===== src/rtl/alu_pkg.sv =====
// Shared definitions for the ALU arbiter slice.
// Contents:
//   DATA_W / CMD_W  - operand and command widths
//   CMD_*           - 3-bit ALU command encodings
//   state_t         - arbiter FSM state encoding (IDLE / EXEC / RESP)
package alu_pkg;

  localparam int DATA_W = 4;
  localparam int CMD_W  = 3;

  localparam logic [CMD_W-1:0] CMD_AND  = 3'b000;
  localparam logic [CMD_W-1:0] CMD_OR   = 3'b001;
  localparam logic [CMD_W-1:0] CMD_ADD  = 3'b010;
  localparam logic [CMD_W-1:0] CMD_ZERO = 3'b011;
  localparam logic [CMD_W-1:0] CMD_ANDN = 3'b100;
  localparam logic [CMD_W-1:0] CMD_ORN  = 3'b101;
  localparam logic [CMD_W-1:0] CMD_SUB  = 3'b110;
  localparam logic [CMD_W-1:0] CMD_SLT  = 3'b111;

  typedef enum logic [1:0] {
    IDLE = 2'd0,
    EXEC = 2'd1,
    RESP = 2'd2
  } state_t;

endpackage


===== src/rtl/alu_core.sv =====
// Combinational 4-bit ALU.
// Ports:
//   a, b   - unsigned operands
//   cmd    - operation select (see alu_pkg CMD_* constants)
//   result - 4-bit result; arithmetic wraps mod 16
module alu_core
  import alu_pkg::*;
(
  input  logic [DATA_W-1:0] a,
  input  logic [DATA_W-1:0] b,
  input  logic [CMD_W-1:0]  cmd,
  output logic [DATA_W-1:0] result
);

  always_comb begin
    result = '0;
    case (cmd)
      CMD_AND:  result = a & b;
      CMD_OR:   result = a | b;
      CMD_ADD:  result = a + b;
      CMD_ZERO: result = '0;
      CMD_ANDN: result = a & ~b;
      CMD_ORN:  result = a | ~b;
      CMD_SUB:  result = a - b;
      CMD_SLT:  result = {{(DATA_W-1){1'b0}}, (a < b)};
      default:  result = '0;
    endcase
  end

endmodule


===== src/rtl/alu_arbiter.sv =====
// Two-port arbiter in front of a single shared ALU.
// A request is accepted in IDLE, its operands are captured, the ALU result is
// registered in EXEC, and the result is offered only to the winning port in
// RESP until that port consumes it.
// Ports:
//   clk, reset                      - clock, asynchronous active-high reset
//   reqN_valid/ready, reqN_a/b/cmd  - request handshake and operands, N = 0,1
//   rspN_valid/ready                - response handshake, N = 0,1
//   rsp_result, rsp_zero            - registered result and its zero flag
//   busy                            - high while an operation is in flight
// Parameter:
//   FIXED_PRIORITY - 0: round-robin on contention, 1: port 0 always wins
module alu_arbiter
  import alu_pkg::*;
#(
  parameter logic FIXED_PRIORITY = 1'b0
) (
  input  logic              clk,
  input  logic              reset,
  input  logic              req0_valid,
  output logic              req0_ready,
  input  logic [DATA_W-1:0] req0_a,
  input  logic [DATA_W-1:0] req0_b,
  input  logic [CMD_W-1:0]  req0_cmd,
  output logic              rsp0_valid,
  input  logic              rsp0_ready,
  input  logic              req1_valid,
  output logic              req1_ready,
  input  logic [DATA_W-1:0] req1_a,
  input  logic [DATA_W-1:0] req1_b,
  input  logic [CMD_W-1:0]  req1_cmd,
  output logic              rsp1_valid,
  input  logic              rsp1_ready,
  output logic [DATA_W-1:0] rsp_result,
  output logic              rsp_zero,
  output logic              busy
);

  state_t              state_q, state_d;
  logic                prio_q, prio_d;
  logic [DATA_W-1:0]   a_q, a_d;
  logic [DATA_W-1:0]   b_q, b_d;
  logic [CMD_W-1:0]    cmd_q, cmd_d;
  logic                owner_q, owner_d;
  logic [DATA_W-1:0]   result_q, result_d;
  logic                zero_q, zero_d;

  logic [DATA_W-1:0]   alu_out;
  logic                win1;
  logic                grant0;
  logic                grant1;

  alu_core u_alu_core (
    .a      (a_q),
    .b      (b_q),
    .cmd    (cmd_q),
    .result (alu_out)
  );

  // On contention port 1 wins only when round-robin points at it.
  assign win1   = FIXED_PRIORITY ? 1'b0 : prio_q;
  assign grant0 = req0_valid & (~req1_valid | ~win1);
  assign grant1 = req1_valid & (~req0_valid | win1);

  always_comb begin
    state_d    = state_q;
    prio_d     = prio_q;
    a_d        = a_q;
    b_d        = b_q;
    cmd_d      = cmd_q;
    owner_d    = owner_q;
    result_d   = result_q;
    zero_d     = zero_q;
    req0_ready = 1'b0;
    req1_ready = 1'b0;
    rsp0_valid = 1'b0;
    rsp1_valid = 1'b0;

    case (state_q)
      IDLE: begin
        // Ready is masked by reset so nothing can look accepted while the
        // flops are being held in reset.
        req0_ready = grant0 & ~reset;
        req1_ready = grant1 & ~reset;
        if (req0_ready) begin
          a_d     = req0_a;
          b_d     = req0_b;
          cmd_d   = req0_cmd;
          owner_d = 1'b0;
          state_d = EXEC;
        end else if (req1_ready) begin
          a_d     = req1_a;
          b_d     = req1_b;
          cmd_d   = req1_cmd;
          owner_d = 1'b1;
          state_d = EXEC;
        end
      end

      EXEC: begin
        result_d = alu_out;
        zero_d   = (alu_out == '0);
        state_d  = RESP;
      end

      RESP: begin
        rsp0_valid = ~owner_q;
        rsp1_valid = owner_q;
        // Only the owner's rsp_ready can complete the response.
        if ((rsp0_valid & rsp0_ready) | (rsp1_valid & rsp1_ready)) begin
          state_d = IDLE;
          if (!FIXED_PRIORITY) begin
            prio_d = ~owner_q;
          end
        end
      end

      default: begin
        state_d = IDLE;
      end
    endcase
  end

  always_ff @(posedge clk or posedge reset) begin
    if (reset) begin
      state_q  <= IDLE;
      prio_q   <= 1'b0;
      a_q      <= '0;
      b_q      <= '0;
      cmd_q    <= '0;
      owner_q  <= 1'b0;
      result_q <= '0;
      zero_q   <= 1'b0;
    end else begin
      state_q  <= state_d;
      prio_q   <= prio_d;
      a_q      <= a_d;
      b_q      <= b_d;
      cmd_q    <= cmd_d;
      owner_q  <= owner_d;
      result_q <= result_d;
      zero_q   <= zero_d;
    end
  end

  assign rsp_result = result_q;
  assign rsp_zero   = zero_q;
  assign busy       = (state_q != IDLE);

endmodule


===== config.mk =====
export PLATFORM = sky130hd
export DESIGN_NAME = alu_arbiter
export DESIGN_NICKNAME = d
export VERILOG_FILES = /design/src/rtl/alu_pkg.sv /design/src/rtl/alu_core.sv /design/src/rtl/alu_arbiter.sv
export SDC_FILE = /design/constraint.sdc
export NUM_CORES = 1
export LEC_CHECK = 0
export CAP_MARGIN = 20
export CORE_UTILIZATION = 51
export DETAILED_ROUTE_END_ITERATION = 8
export MAX_ROUTING_LAYER = met4
export PLACE_DENSITY_LB_ADDON = 0.25
export SYNTH_ARGS = -nofsm -noshare
export SYNTH_HDL_FRONTEND = slang
export SYNTH_SLANG_ARGS = --single-unit

===== constraint.sdc =====
create_clock -name clk -period 3.75 [get_ports clk]
set_clock_uncertainty 0.05 [all_clocks]
set_input_delay 0.375 -clock clk [delete_from_list [all_inputs] [get_ports clk]]
set_output_delay 0.375 -clock clk [all_outputs]
set_load 0.01 [all_outputs]

==> impl_metrics.xml, run 1 <==
<?xml version="1.0" encoding="UTF-8"?>
<metrics>
  <group name="die">
    <metric name="placement_rows" unit="">18</metric>
    <metric name="die_w" unit="um">53.2</metric>
    <metric name="die_h" unit="um">53.2</metric>
    <metric name="io_pins" unit="">38</metric>
    <metric name="floorplan.core_area" unit="mm2">0.00248</metric>
    <metric name="floorplan.initialDensity" unit="">0.540</metric>
    <metric name="fp.dieArea" unit="mm2">0.00283</metric>
  </group>
  <group name="pwr">
    <metric name="combinationalPowerShare" unit="">0.552</metric>
    <metric name="irDropWorstVdd" unit="mV">0.438</metric>
    <metric name="leakagePower" unit="nW">0.785</metric>
    <metric name="switching_power" unit="mW">0.577</metric>
    <metric name="power_switching_share" unit="">0.413</metric>
    <metric name="power.share.sequential" unit="">0.318</metric>
    <metric name="power.density" unit="mW/mm2">780</metric>
    <metric name="clockPowerShare" unit="">0.130</metric>
    <metric name="p_int" unit="mW">0.819</metric>
  </group>
  <group name="hold_path">
    <metric name="worstHoldPathType" unit="">reg -&gt; reg</metric>
    <metric name="worstHoldStart" unit="">rsp_result[0]$_DFFE_PP0N_</metric>
  </group>
  <group name="setup_path">
    <metric name="critical_path_top_delay_cell" unit="">sky130_fd_sc_hd__clkdlybuf4s50_1</metric>
    <metric name="setup.worst_path.end_class" unit="">primary output</metric>
    <metric name="critPathLaunchType" unit="">input pin</metric>
    <metric name="max_stage_delay" unit="ns">0.57</metric>
    <metric name="setup.worst_path.start" unit="">req0_valid</metric>
    <metric name="worst-endpoint-arrival" unit="ns">2.15</metric>
    <metric name="cp.required" unit="ns">3.32</metric>
    <metric name="critPathMostFrequentCell" unit="">sky130_fd_sc_hd__clkdlybuf4s50_1</metric>
    <metric name="worst_r2r_startpoint" unit="">b_q[1]$_DFFE_PP0P_</metric>
    <metric name="setup.worst_path.class" unit="">in -&gt; out</metric>
    <metric name="crit_chain" unit="">clkdlybuf4s50_1 -&gt; inv_2 -&gt; a211oi_2 -&gt; buf_4 -&gt; nor2b_1 -&gt; clkdlybuf4s50_1</metric>
    <metric name="worstPathMaxFanout" unit="">12</metric>
  </group>
  <group name="global_route">
    <metric name="grt_first_pass_wirelength" unit="um">4620</metric>
    <metric name="grt_max_degree" unit="">24</metric>
    <metric name="grt_antenna_before_repair" unit="">0</metric>
    <metric name="overflow" unit="">0</metric>
    <metric name="via_count_of_the_first_global_routing_pass" unit="">1050</metric>
    <metric name="track_usage" unit="">0.242</metric>
  </group>
  <group name="place">
    <metric name="dpl.hpwl" unit="um">2280</metric>
    <metric name="place_congestion" unit="">0.800</metric>
    <metric name="place.port_buffers" unit="">37</metric>
  </group>
  <group name="logic_synthesis">
    <metric name="synth_largest_type_area_fraction" unit="">0.374</metric>
    <metric name="ys_ff_latch" unit="">20</metric>
    <metric name="synthesis.nets" unit="">176</metric>
    <metric name="ys_seq_area_frac" unit="">0.374</metric>
    <metric name="synth.distinct_cells" unit="">39</metric>
    <metric name="post_synth_inst_count" unit="">139</metric>
    <metric name="synth_area" unit="mm2">0.00134</metric>
    <metric name="post_synth.cell_area_avg" unit="um2">9.62</metric>
    <metric name="synth_largest_area_cell" unit="">sky130_fd_sc_hd__dfrtp_1</metric>
    <metric name="biggest_area_contributors_in_the_synthesized_netlist" unit="">sky130_fd_sc_hd__dfrtp_1 (37%), sky130_fd_sc_hd__mux2i_1 (9.0%), sky130_fd_sc_hd__ha_1 (6.5%), sky130_fd_sc_hd__a21oi_1 (5.2%), sky130_fd_sc_hd__nor2_1 (5.1%)</metric>
    <metric name="synth_warnings" unit="">0</metric>
  </group>
  <group name="sta">
    <metric name="timing.setup.tns" unit="ns">0</metric>
    <metric name="finalSetupViolations" unit="">0</metric>
    <metric name="timing.fmax" unit="GHz">0.388</metric>
    <metric name="finalMaxSlewViolations" unit="">0</metric>
    <metric name="finalHoldViolations" unit="">0</metric>
    <metric name="tightestPinTransition" unit="ns">0.755</metric>
    <metric name="slew_headroom" unit="">0.496</metric>
    <metric name="timing.final.crit_share" unit="">0.686</metric>
    <metric name="setup_repair_after_global_routing_missed_its_margin" unit="">no</metric>
    <metric name="timing.final.crit_period" unit="ns">2.57</metric>
    <metric name="fin_hold_ws" unit="ns">0.457</metric>
  </group>
  <group name="flow_run">
    <metric name="timing.max_cap.violations" unit="">0</metric>
  </group>
  <group name="routing">
    <metric name="vias" unit="">1191</metric>
    <metric name="post_detailed_route_wirelength_per_cell" unit="um">14.8</metric>
    <metric name="drt_total_wl" unit="um">3060</metric>
    <metric name="drcViolationCount" unit="">0</metric>
    <metric name="drt_iter0_drc" unit="">27</metric>
    <metric name="viasPerCell" unit="">5.75</metric>
    <metric name="drt-pass1-iter-count" unit="">5</metric>
    <metric name="postRouteAntennaNets" unit="">0</metric>
  </group>
  <group name="clock_network">
    <metric name="clock_latency" unit="ns">0.32</metric>
    <metric name="cts_num_sinks" unit="">20</metric>
    <metric name="cts.path.max_buffers" unit="">2</metric>
    <metric name="clock_buffers_created_by_tritoncts" unit="">3</metric>
    <metric name="post_cts_resize_count" unit="">0</metric>
    <metric name="post_cts_hold_buffer_count" unit="">0</metric>
    <metric name="root_buffer" unit="">sky130_fd_sc_hd__clkbuf_4</metric>
    <metric name="path_clk_slew" unit="ns">0.13</metric>
    <metric name="number_of_levels_in_the_clock_h_tree" unit="">1</metric>
    <metric name="tritoncts" unit="">built</metric>
    <metric name="postCtsSetupRepairBufs" unit="">0</metric>
  </group>
  <group name="cells_and_area">
    <metric name="areaGrowthSynthToFinish" unit="%">33.8</metric>
    <metric name="post_route_cells_drive_above_1_share" unit="">0.102</metric>
    <metric name="layout.nets" unit="">215</metric>
    <metric name="diodes" unit="">0</metric>
    <metric name="fillers" unit="">202</metric>
  </group>
  <group name="outcome">
    <metric name="run_status" unit="">completed</metric>
  </group>
</metrics>
## per-layer routing
layer | routed length (um) | share of wire | global-route usage
met5 | 0 | 0 | -
met4 | 79 | 0.026 | 0.123
met3 | 157 | 0.051 | 0.0345
met2 | 1560 | 0.51 | 0.396
met1 | 1260 | 0.41 | 0.286
## cells in the final DEF, fill, tap and decap left out, types with 5 or more instances in the layout
cell type / n
sky130_fd_sc_hd__a21oi_1: 14
sky130_fd_sc_hd__clkdlybuf4s50_1: 37
sky130_fd_sc_hd__dfrtp_1: 20
sky130_fd_sc_hd__ha_1: 7
sky130_fd_sc_hd__inv_1: 8
sky130_fd_sc_hd__mux2i_1: 12
sky130_fd_sc_hd__nand2_1: 8
sky130_fd_sc_hd__nor2_1: 18
sky130_fd_sc_hd__o21ai_0: 5
## synthesized netlist by cell type
| cell | number |
|---|---|
| sky130_fd_sc_hd__dfrtp_1 | 20 |
| sky130_fd_sc_hd__nor2_1 | 18 |
| sky130_fd_sc_hd__a21oi_1 | 14 |
| sky130_fd_sc_hd__mux2i_1 | 12 |
| sky130_fd_sc_hd__inv_1 | 8 |
| sky130_fd_sc_hd__nand2_1 | 8 |
| sky130_fd_sc_hd__ha_1 | 7 |
| sky130_fd_sc_hd__o21ai_0 | 5 |
| sky130_fd_sc_hd__nor2b_1 | 4 |
| sky130_fd_sc_hd__xor2_1 | 4 |
| sky130_fd_sc_hd__mux2_2 | 3 |
| sky130_fd_sc_hd__a22o_1 | 2 |
| sky130_fd_sc_hd__buf_2 | 2 |
| sky130_fd_sc_hd__fa_1 | 2 |
| sky130_fd_sc_hd__inv_2 | 2 |
| sky130_fd_sc_hd__maj3_2 | 2 |
| sky130_fd_sc_hd__nand2b_1 | 2 |
| sky130_fd_sc_hd__nor3_1 | 2 |
| sky130_fd_sc_hd__o21a_1 | 2 |
| sky130_fd_sc_hd__a211o_1 | 1 |
| sky130_fd_sc_hd__a211oi_1 | 1 |
| sky130_fd_sc_hd__a21o_1 | 1 |
| sky130_fd_sc_hd__and2_1 | 1 |
| sky130_fd_sc_hd__buf_4 | 1 |
| sky130_fd_sc_hd__buf_6 | 1 |
| sky130_fd_sc_hd__clkbuf_1 | 1 |
| sky130_fd_sc_hd__maj3_1 | 1 |
| sky130_fd_sc_hd__mux2_4 | 1 |
| sky130_fd_sc_hd__nand4b_1 | 1 |
| sky130_fd_sc_hd__nor3_2 | 1 |
| sky130_fd_sc_hd__o211a_1 | 1 |
| sky130_fd_sc_hd__o211ai_2 | 1 |
| sky130_fd_sc_hd__o22ai_1 | 1 |
| sky130_fd_sc_hd__o31ai_1 | 1 |
| sky130_fd_sc_hd__o41ai_2 | 1 |
| sky130_fd_sc_hd__or2_1 | 1 |
| sky130_fd_sc_hd__or2b_1 | 1 |
| sky130_fd_sc_hd__or3_1 | 1 |
| sky130_fd_sc_hd__xnor2_1 | 1 |
## logic make-up after synthesis
| logic type | share of synthesized area |
|---|---|
| fa+ha+maj | 0.120 |
| xor+xnor | 0.0327 |
| compound gates | 0.152 |
| flops | 0.374 |
| simple gates | 0.142 |
| mux | 0.126 |
| buf+inv | 0.0524 |
## power by group through the flow
stage / registers (mW) / logic [mW] / clock network (mW)
final: 0.445 / 0.771 / 0.181
after global routing: 0.464 / 0.852 / 0.190
after CTS: 0.444 / 0.760 / 0.183
after detailed placement: 0.450 / 0.756 / 0
after global placement: 0.437 / 0.717 / 0
after floorplan: 0.403 / 0.567 / 0
## critical path: cells and delay by family
family,cells,cell delay (ns)
AOI/OAI and AO/OA,1,0.19
buffers and inverters,4,1.38
and+or+nand+nor,1,0.20
## worst paths after layout
path | end | slack (ns) | cells after the start
setup / recovery | req0_ready | 1.18 | 6
hold / removal | rsp_result[0]$_DFFE_PP0N_ | 0.46 | 1
setup reg to reg | rsp_result[3]$_DFFE_PP0N_ | 1.59 | 7
hold reg to reg | rsp_result[0]$_DFFE_PP0N_ | 0.46 | 1
max in group asynchronous | b_q[0]$_DFFE_PP0P_ | 2.62 | 2
min in group asynchronous | owner_q$_DFFE_PP0P_ | 0.55 | 2
## area by class of cell
cell class | instances | area, um2 | share of cell area
flip-flops and latches | 20 | 500 | 0.280
clock buffers | 3 | 22.5 | 0.0126
inverters | 10 | 37.5 | 0.0210
multi-input cells | 104 | 772 | 0.431
repair buffers | 39 | 389 | 0.217
well taps | 30 | 37.5 | 0.0210
clock inverters | 1 | 30.0 | 0.0168
## registers in the layout, summed over array words and instances, names as in the netlist
| name | flops |
|---|---|
| cmd_q | 3 |
| state_q | 2 |
| rsp_zero | 1 |
| owner_q | 1 |
| prio_q | 1 |
| b_q | 4 |
| a_q | 4 |
| rsp_result | 4 |
## stage by stage
stage	power [mW]	area, um2	utilization	setup slack (ns)	std cells
2_1_floorplan	0.970	1340	-	1.81	139
3_3_place_gp	1.15	1730	0.696	1.25	202
3_5_place_dp	1.21	1730	0.696	1.19	202
4_1_cts	1.39	1780	0.718	1.19	206
5_1_grt	1.51	1790	0.722	1.09	207
6_report	1.40	1790	0.722	1.18	207
Power figures use the tool's default switching activity.
==> inputs of run 2 (changes only) <==
Settings changed: CORE_UTILIZATION 51 to 47.
Clock period 3.75 ns to 2.4 ns, I/O delays scaled along.
==> run 2 against run 1 <==
  * Clock power grew 10%
  * Hold slack got worse by 0.016 ns
  * Power increased by 49%
  * Final area is 0.70% lower
  * Critical path type is now reg -> out
  * Largest cell class unchanged
  * Largest power group unchanged
==> impl_metrics.xml, run 2 (synthesis gave the netlist of run 1 again) <==
<?xml version="1.0" encoding="UTF-8"?>
<metrics>
  <group name="cells_and_area">
    <metric name="layout.nets" unit="">216</metric>
    <metric name="fillers" unit="">207</metric>
    <metric name="diodes" unit="">0</metric>
    <metric name="layout_common_cells" unit="">sky130_fd_sc_hd__clkdlybuf4s50_1 (37), sky130_fd_sc_hd__dfrtp_1 (20), sky130_fd_sc_hd__nor2_1 (18)</metric>
    <metric name="design_area" unit="mm2">0.00178</metric>
    <metric name="areaGrowthSynthToFinish" unit="%">32.8</metric>
    <metric name="post_route_cells_drive_above_1_share" unit="">0.107</metric>
    <metric name="final_common_cell" unit="">sky130_fd_sc_hd__clkdlybuf4s50_1</metric>
  </group>
  <group name="place">
    <metric name="place.port_buffers" unit="">37</metric>
    <metric name="dpl.hpwl" unit="um">2280</metric>
    <metric name="dpl-instance-area" unit="mm2">0.00174</metric>
    <metric name="place_congestion" unit="">0.849</metric>
  </group>
  <group name="setup_path">
    <metric name="cp.required" unit="ns">2.11</metric>
    <metric name="crit_chain" unit="">or2_1 -&gt; nor3_1 -&gt; clkdlybuf4s50_1</metric>
    <metric name="setup.reg_to_reg.worst_slack" unit="ns">0.34</metric>
    <metric name="setup.worst_path.class" unit="">reg -&gt; out</metric>
    <metric name="max_stage_delay" unit="ns">0.58</metric>
    <metric name="worstPathMaxFanout" unit="">5</metric>
    <metric name="critPathLaunchType" unit="">register</metric>
    <metric name="worst-endpoint-arrival" unit="ns">1.85</metric>
    <metric name="setup.worst_path.end_class" unit="">primary output</metric>
    <metric name="critical_path_top_delay_cell" unit="">sky130_fd_sc_hd__clkdlybuf4s50_1</metric>
  </group>
  <group name="clock_network">
    <metric name="clock_buffers_created_by_tritoncts" unit="">3</metric>
    <metric name="clock_latency" unit="ns">0.31</metric>
    <metric name="path_clk_slew" unit="ns">0.12</metric>
    <metric name="cts.path.max_buffers" unit="">2</metric>
    <metric name="cts_num_sinks" unit="">20</metric>
    <metric name="postCtsSetupRepairBufs" unit="">0</metric>
    <metric name="number_of_levels_in_the_clock_h_tree" unit="">1</metric>
    <metric name="tritoncts" unit="">built</metric>
    <metric name="post_cts_resize_count" unit="">0</metric>
    <metric name="root_buffer" unit="">sky130_fd_sc_hd__clkbuf_4</metric>
    <metric name="post_cts_hold_buffer_count" unit="">0</metric>
  </group>
  <group name="die">
    <metric name="floorplan.initialDensity" unit="">0.516</metric>
    <metric name="floorplan.core_area" unit="mm2">0.00259</metric>
    <metric name="fp.dieArea" unit="mm2">0.00306</metric>
    <metric name="placement_rows" unit="">18</metric>
    <metric name="io_pins" unit="">38</metric>
    <metric name="die_h" unit="um">55.3</metric>
    <metric name="die_w" unit="um">55.3</metric>
  </group>
  <group name="sta">
    <metric name="setup_repair_after_global_routing_missed_its_margin" unit="">no</metric>
    <metric name="timing.fmax" unit="GHz">0.467</metric>
    <metric name="timing.setup.tns" unit="ns">0</metric>
    <metric name="finalSetupViolations" unit="">0</metric>
    <metric name="finalHoldViolations" unit="">0</metric>
    <metric name="slew_headroom" unit="">0.489</metric>
    <metric name="fin_hold_ws" unit="ns">0.441</metric>
    <metric name="finalMaxSlewViolations" unit="">0</metric>
    <metric name="timing.final.crit_period" unit="ns">2.14</metric>
    <metric name="tightestPinTransition" unit="ns">0.766</metric>
    <metric name="timing.final.crit_share" unit="">0.891</metric>
  </group>
  <group name="flow_run">
    <metric name="timing.max_cap.violations" unit="">0</metric>
  </group>
  <group name="global_route">
    <metric name="overflow" unit="">0</metric>
    <metric name="track_usage" unit="">0.208</metric>
    <metric name="grt_max_degree" unit="">24</metric>
    <metric name="via_count_of_the_first_global_routing_pass" unit="">1075</metric>
    <metric name="grt_first_pass_wirelength" unit="um">4890</metric>
    <metric name="grt_antenna_before_repair" unit="">0</metric>
  </group>
  <group name="pwr">
    <metric name="leakagePower" unit="nW">0.782</metric>
    <metric name="irDropWorstVdd" unit="mV">0.801</metric>
    <metric name="power" unit="mW">2.08</metric>
    <metric name="power.density" unit="mW/mm2">1170</metric>
  </group>
  <group name="routing">
    <metric name="drt_total_wl" unit="um">2860</metric>
    <metric name="postRouteAntennaNets" unit="">0</metric>
    <metric name="drcViolationCount" unit="">0</metric>
    <metric name="drt_iter0_drc" unit="">20</metric>
    <metric name="vias" unit="">1128</metric>
    <metric name="viasPerCell" unit="">5.42</metric>
    <metric name="drt-pass1-iter-count" unit="">4</metric>
    <metric name="post_detailed_route_wirelength_per_cell" unit="um">13.8</metric>
  </group>
  <group name="hold_path">
    <metric name="worstHoldPathType" unit="">in -&gt; async</metric>
  </group>
  <group name="outcome">
    <metric name="run_status" unit="">completed</metric>
  </group>
</metrics>
## run 2: cell types whose count changed in the layout (fill, tap and decap cells not counted), sizes merged
cell,before,now
bufinv,1,0
clkbuf,3,4
buf,2,3
## run 2: per-stage QoR
stage                     instances  worst slack (ns)  utilization
after floorplan                 139             0.462            -
after global placement          204             0.405        0.672
after detailed placement        204             0.301        0.672
after CTS                       208             0.253        0.686
after global routing            208             0.104        0.686
final                           208             0.261        0.686
## run 2: final cells by class
| cell class | count | area (um2) | area share |
|---|---|---|---|
| timing repair buffer | 40 | 393 | 0.221 |
| clock buffer | 4 | 36.3 | 0.0204 |
| tap | 30 | 37.5 | 0.0211 |
| inverter | 10 | 37.5 | 0.0211 |
| sequential | 20 | 500 | 0.282 |
| multi-input combinational | 104 | 772 | 0.435 |
## run 2: worst max-delay path, delay by kind of cell (launching register included)
kind	cells	cell delay, ns
buffers and inverters	1	0.58
DFF	1	0.42
and+or+nand+nor	2	0.54
## run 2: report_power, final
part           internal [mW]  switching (mW)
logic                  0.630           0.579
clock network         0.0927           0.107
registers              0.489           0.187
## run 2: path summary, 6_finish.rpt
path	to	startpoint	depth (start not counted)
setup / recovery	req1_ready	state_q[0]$_DFFE_PP0P_	3
hold / removal	owner_q$_DFFE_PP0P_	reset	2
setup reg to reg	rsp_zero$_DFFE_PP0N_	a_q[0]$_DFFE_PP0P_	8
hold reg to reg	rsp_result[1]$_DFFE_PP0N_	rsp_result[1]$_DFFE_PP0N_	2
max in group asynchronous	a_q[0]$_DFFE_PP0P_	reset	2
min in group clk	rsp_result[1]$_DFFE_PP0N_	rsp_result[1]$_DFFE_PP0N_	2
## run 2: routing by layer
| metal | track usage | vias up | wire length [um] |
|---|---|---|---|
| met5 | - | - | 0 |
| met1 | 0.256 | 534 | 1290 |
| met3 | 0.0422 | 6 | 112 |
| met2 | 0.336 | 30 | 1410 |
| met4 | 0.0786 | 0 | 53 |
| li1 | - | 558 | - |
==> inputs of run 3 (changes only) <==
Settings changed: SETUP_SLACK_MARGIN set to 0.4.
==> run 3 against run 2 <==
  * Final area up 3.2%
  * Clock power is 2% higher
  * Power is 6.1% higher
  * Via count rose by 2.4%
  * Fmax grew 11%
  * Final cell count increased by 1.4%
  * Critical path type is now reg -> reg
==> impl_metrics.xml, run 3 (synthesis gave the netlist of run 1 again) <==
<?xml version="1.0" encoding="UTF-8"?>
<metrics>
  <group name="setup_path">
    <metric name="critical_path.n_buffers_inverters" unit="">2</metric>
    <metric name="setup.reg_to_reg.worst_slack" unit="ns">0.47</metric>
    <metric name="critical_path_top_delay_cell" unit="">sky130_fd_sc_hd__dfrtp_1</metric>
    <metric name="worstPathMaxFanout" unit="">3</metric>
    <metric name="cp.required" unit="ns">2.57</metric>
    <metric name="worst_r2r_path_depth" unit="">8</metric>
    <metric name="critPathLaunchType" unit="">register</metric>
    <metric name="path_delay_family" unit="">adder cells</metric>
    <metric name="worst_r2r_startpoint" unit="">a_q[0]$_DFFE_PP0P_</metric>
    <metric name="setup.worst_path.end_class" unit="">register</metric>
    <metric name="setup.worst_path.class" unit="">reg -&gt; reg</metric>
    <metric name="max_stage_delay" unit="ns">0.40</metric>
    <metric name="timing.rr.end" unit="">rsp_result[2]$_DFFE_PP0N_</metric>
    <metric name="crit_chain" unit="">inv_1 -&gt; ha_2 -&gt; fa_2 -&gt; inv_2 -&gt; mux2i_1 -&gt; xnor2_1 -&gt; a22o_1 -&gt; mux2_2</metric>
    <metric name="worst-endpoint-arrival" unit="ns">2.09</metric>
  </group>
  <group name="cells_and_area">
    <metric name="diodes" unit="">0</metric>
    <metric name="post_route_cells_drive_above_1_share" unit="">0.177</metric>
    <metric name="layout.nets" unit="">219</metric>
    <metric name="areaGrowthSynthToFinish" unit="%">37.1</metric>
    <metric name="fillers" unit="">196</metric>
    <metric name="layout_common_cells" unit="">sky130_fd_sc_hd__clkdlybuf4s50_1 (35), sky130_fd_sc_hd__dfrtp_1 (19), sky130_fd_sc_hd__nor2_1 (18)</metric>
    <metric name="final_common_cell" unit="">sky130_fd_sc_hd__clkdlybuf4s50_1</metric>
    <metric name="multiInputGateArea" unit="um2">808</metric>
    <metric name="area.sequential" unit="um2">502</metric>
  </group>
  <group name="routing">
    <metric name="drcViolationCount" unit="">0</metric>
    <metric name="viasPerCell" unit="">5.47</metric>
    <metric name="postRouteAntennaNets" unit="">0</metric>
    <metric name="drt_iter0_drc" unit="">37</metric>
    <metric name="drt-pass1-iter-count" unit="">4</metric>
    <metric name="drt_total_wl" unit="um">3050</metric>
    <metric name="post_detailed_route_wirelength_per_cell" unit="um">14.5</metric>
    <metric name="vias" unit="">1155</metric>
  </group>
  <group name="global_route">
    <metric name="globalRouteMet1Util" unit="">0.265</metric>
    <metric name="grt_max_degree" unit="">24</metric>
    <metric name="overflow" unit="">0</metric>
    <metric name="via_count_of_the_first_global_routing_pass" unit="">1086</metric>
    <metric name="global_route.usage.met2" unit="">0.343</metric>
    <metric name="grt_first_pass_wirelength" unit="um">5000</metric>
    <metric name="met3_usage" unit="">0.0375</metric>
    <metric name="global_route.peak_usage_layer" unit="">met2</metric>
    <metric name="grt_antenna_before_repair" unit="">0</metric>
    <metric name="track_usage" unit="">0.212</metric>
  </group>
  <group name="outcome">
    <metric name="run_status" unit="">completed</metric>
  </group>
  <group name="clock_network">
    <metric name="number_of_levels_in_the_clock_h_tree" unit="">1</metric>
    <metric name="clock_latency" unit="ns">0.31</metric>
    <metric name="path_clk_slew" unit="ns">0.12</metric>
    <metric name="clock_buffers_created_by_tritoncts" unit="">3</metric>
    <metric name="root_buffer" unit="">sky130_fd_sc_hd__clkbuf_4</metric>
    <metric name="cts.path.max_buffers" unit="">2</metric>
    <metric name="post_cts_hold_buffer_count" unit="">0</metric>
    <metric name="tritoncts" unit="">built</metric>
    <metric name="cts_num_sinks" unit="">20</metric>
  </group>
  <group name="sta">
    <metric name="timing.final.crit_period" unit="ns">1.93</metric>
    <metric name="finalMaxSlewViolations" unit="">0</metric>
    <metric name="slew_headroom" unit="">0.475</metric>
    <metric name="timing.setup.tns" unit="ns">0</metric>
    <metric name="tightestPinTransition" unit="ns">0.786</metric>
    <metric name="timing.fmax" unit="GHz">0.518</metric>
    <metric name="fin_hold_ws" unit="ns">0.444</metric>
    <metric name="finalHoldViolations" unit="">0</metric>
    <metric name="finalSetupViolations" unit="">0</metric>
    <metric name="setup_repair_after_global_routing_missed_its_margin" unit="">no</metric>
    <metric name="timing.final.crit_share" unit="">0.804</metric>
  </group>
  <group name="pwr">
    <metric name="irDropWorstVdd" unit="mV">0.797</metric>
    <metric name="leakagePower" unit="nW">0.797</metric>
    <metric name="power.density" unit="mW/mm2">1200</metric>
  </group>
  <group name="place">
    <metric name="place.port_buffers" unit="">37</metric>
    <metric name="dpl.hpwl" unit="um">2280</metric>
    <metric name="place_congestion" unit="">0.849</metric>
  </group>
  <group name="die">
    <metric name="io_pins" unit="">38</metric>
    <metric name="die_w" unit="um">55.3</metric>
    <metric name="placement_rows" unit="">18</metric>
    <metric name="die_h" unit="um">55.3</metric>
    <metric name="floorplan.core_area" unit="mm2">0.00259</metric>
    <metric name="fp.dieArea" unit="mm2">0.00306</metric>
    <metric name="floorplan.initialDensity" unit="">0.516</metric>
  </group>
  <group name="flow_run">
    <metric name="timing.max_cap.violations" unit="">0</metric>
  </group>
  <group name="hold_path">
    <metric name="worstHoldPathType" unit="">in -&gt; async</metric>
  </group>
</metrics>
[run 3: cell types whose count changed in the layout (fill, tap and decap cells not counted), sizes merged]
cell	delta
dlygate4sd2	+2
clkdlybuf4s50	-2
buf	+3
[run 3: area by class of cell]
class	count	area share
Multi-Input combinational cell	104	0.441
Sequential cell	20	0.274
Tap cell	30	0.0205
Inverter	10	0.0205
Timing Repair Buffer	43	0.225
Clock buffer	4	0.0198
[run 3: report_power, final]
group	internal [mW]	switching (mW)	total, mW	leakage [nW]
registers	0.490	0.194	0.684	0.229
clock network	0.0928	0.112	0.205	0.0210
logic	0.690	0.632	1.32	0.548
[run 3: repair_timing]
action / in CTS / in global routing
cloned: 0 / 0
resized for setup: 3 / 9
setup buffers: 2 / 1
pin swaps: 1 / 6
setup endpoints to repair: 5 / 5
[run 3: metal layers]
metal	routed length, um	part of all wire
met5	0	0
met4	63	0.021
met3	104	0.034
met2	1500	0.49
met1	1380	0.45
[run 3: stage by stage]
step	worst slack (ns)	util	cell area, um2	power [mW]	std cells
5_1_grt	0.391	0.708	1830	2.39	211
3_5_place_dp	0.301	0.672	1740	1.90	204
6_report	0.471	0.708	1830	2.21	211
4_1_cts	0.403	0.693	1790	2.13	210
2_1_floorplan	0.462	-	1340	1.52	139
3_3_place_gp	0.405	0.672	1740	1.83	204
[run 3: how the worst max path moves through the flow]
stage	from	cells past startpoint	slack, ns	endpoint
global route	a_q[0]$_DFFE_PP0P_	8	0.39	rsp_result[2]$_DFFE_PP0N_
finish	a_q[0]$_DFFE_PP0P_	8	0.47	rsp_result[2]$_DFFE_PP0N_
global placement	a_q[0]$_DFFE_PP0P_	8	0.41	rsp_zero$_DFFE_PP0N_
floorplan	a_q[0]$_DFFE_PP0P_	8	0.46	rsp_zero$_DFFE_PP0N_
CTS	a_q[1]$_DFFE_PP0P_	6	0.40	rsp_result[3]$_DFFE_PP0N_
detailed placement	req0_valid	5	0.30	req0_ready
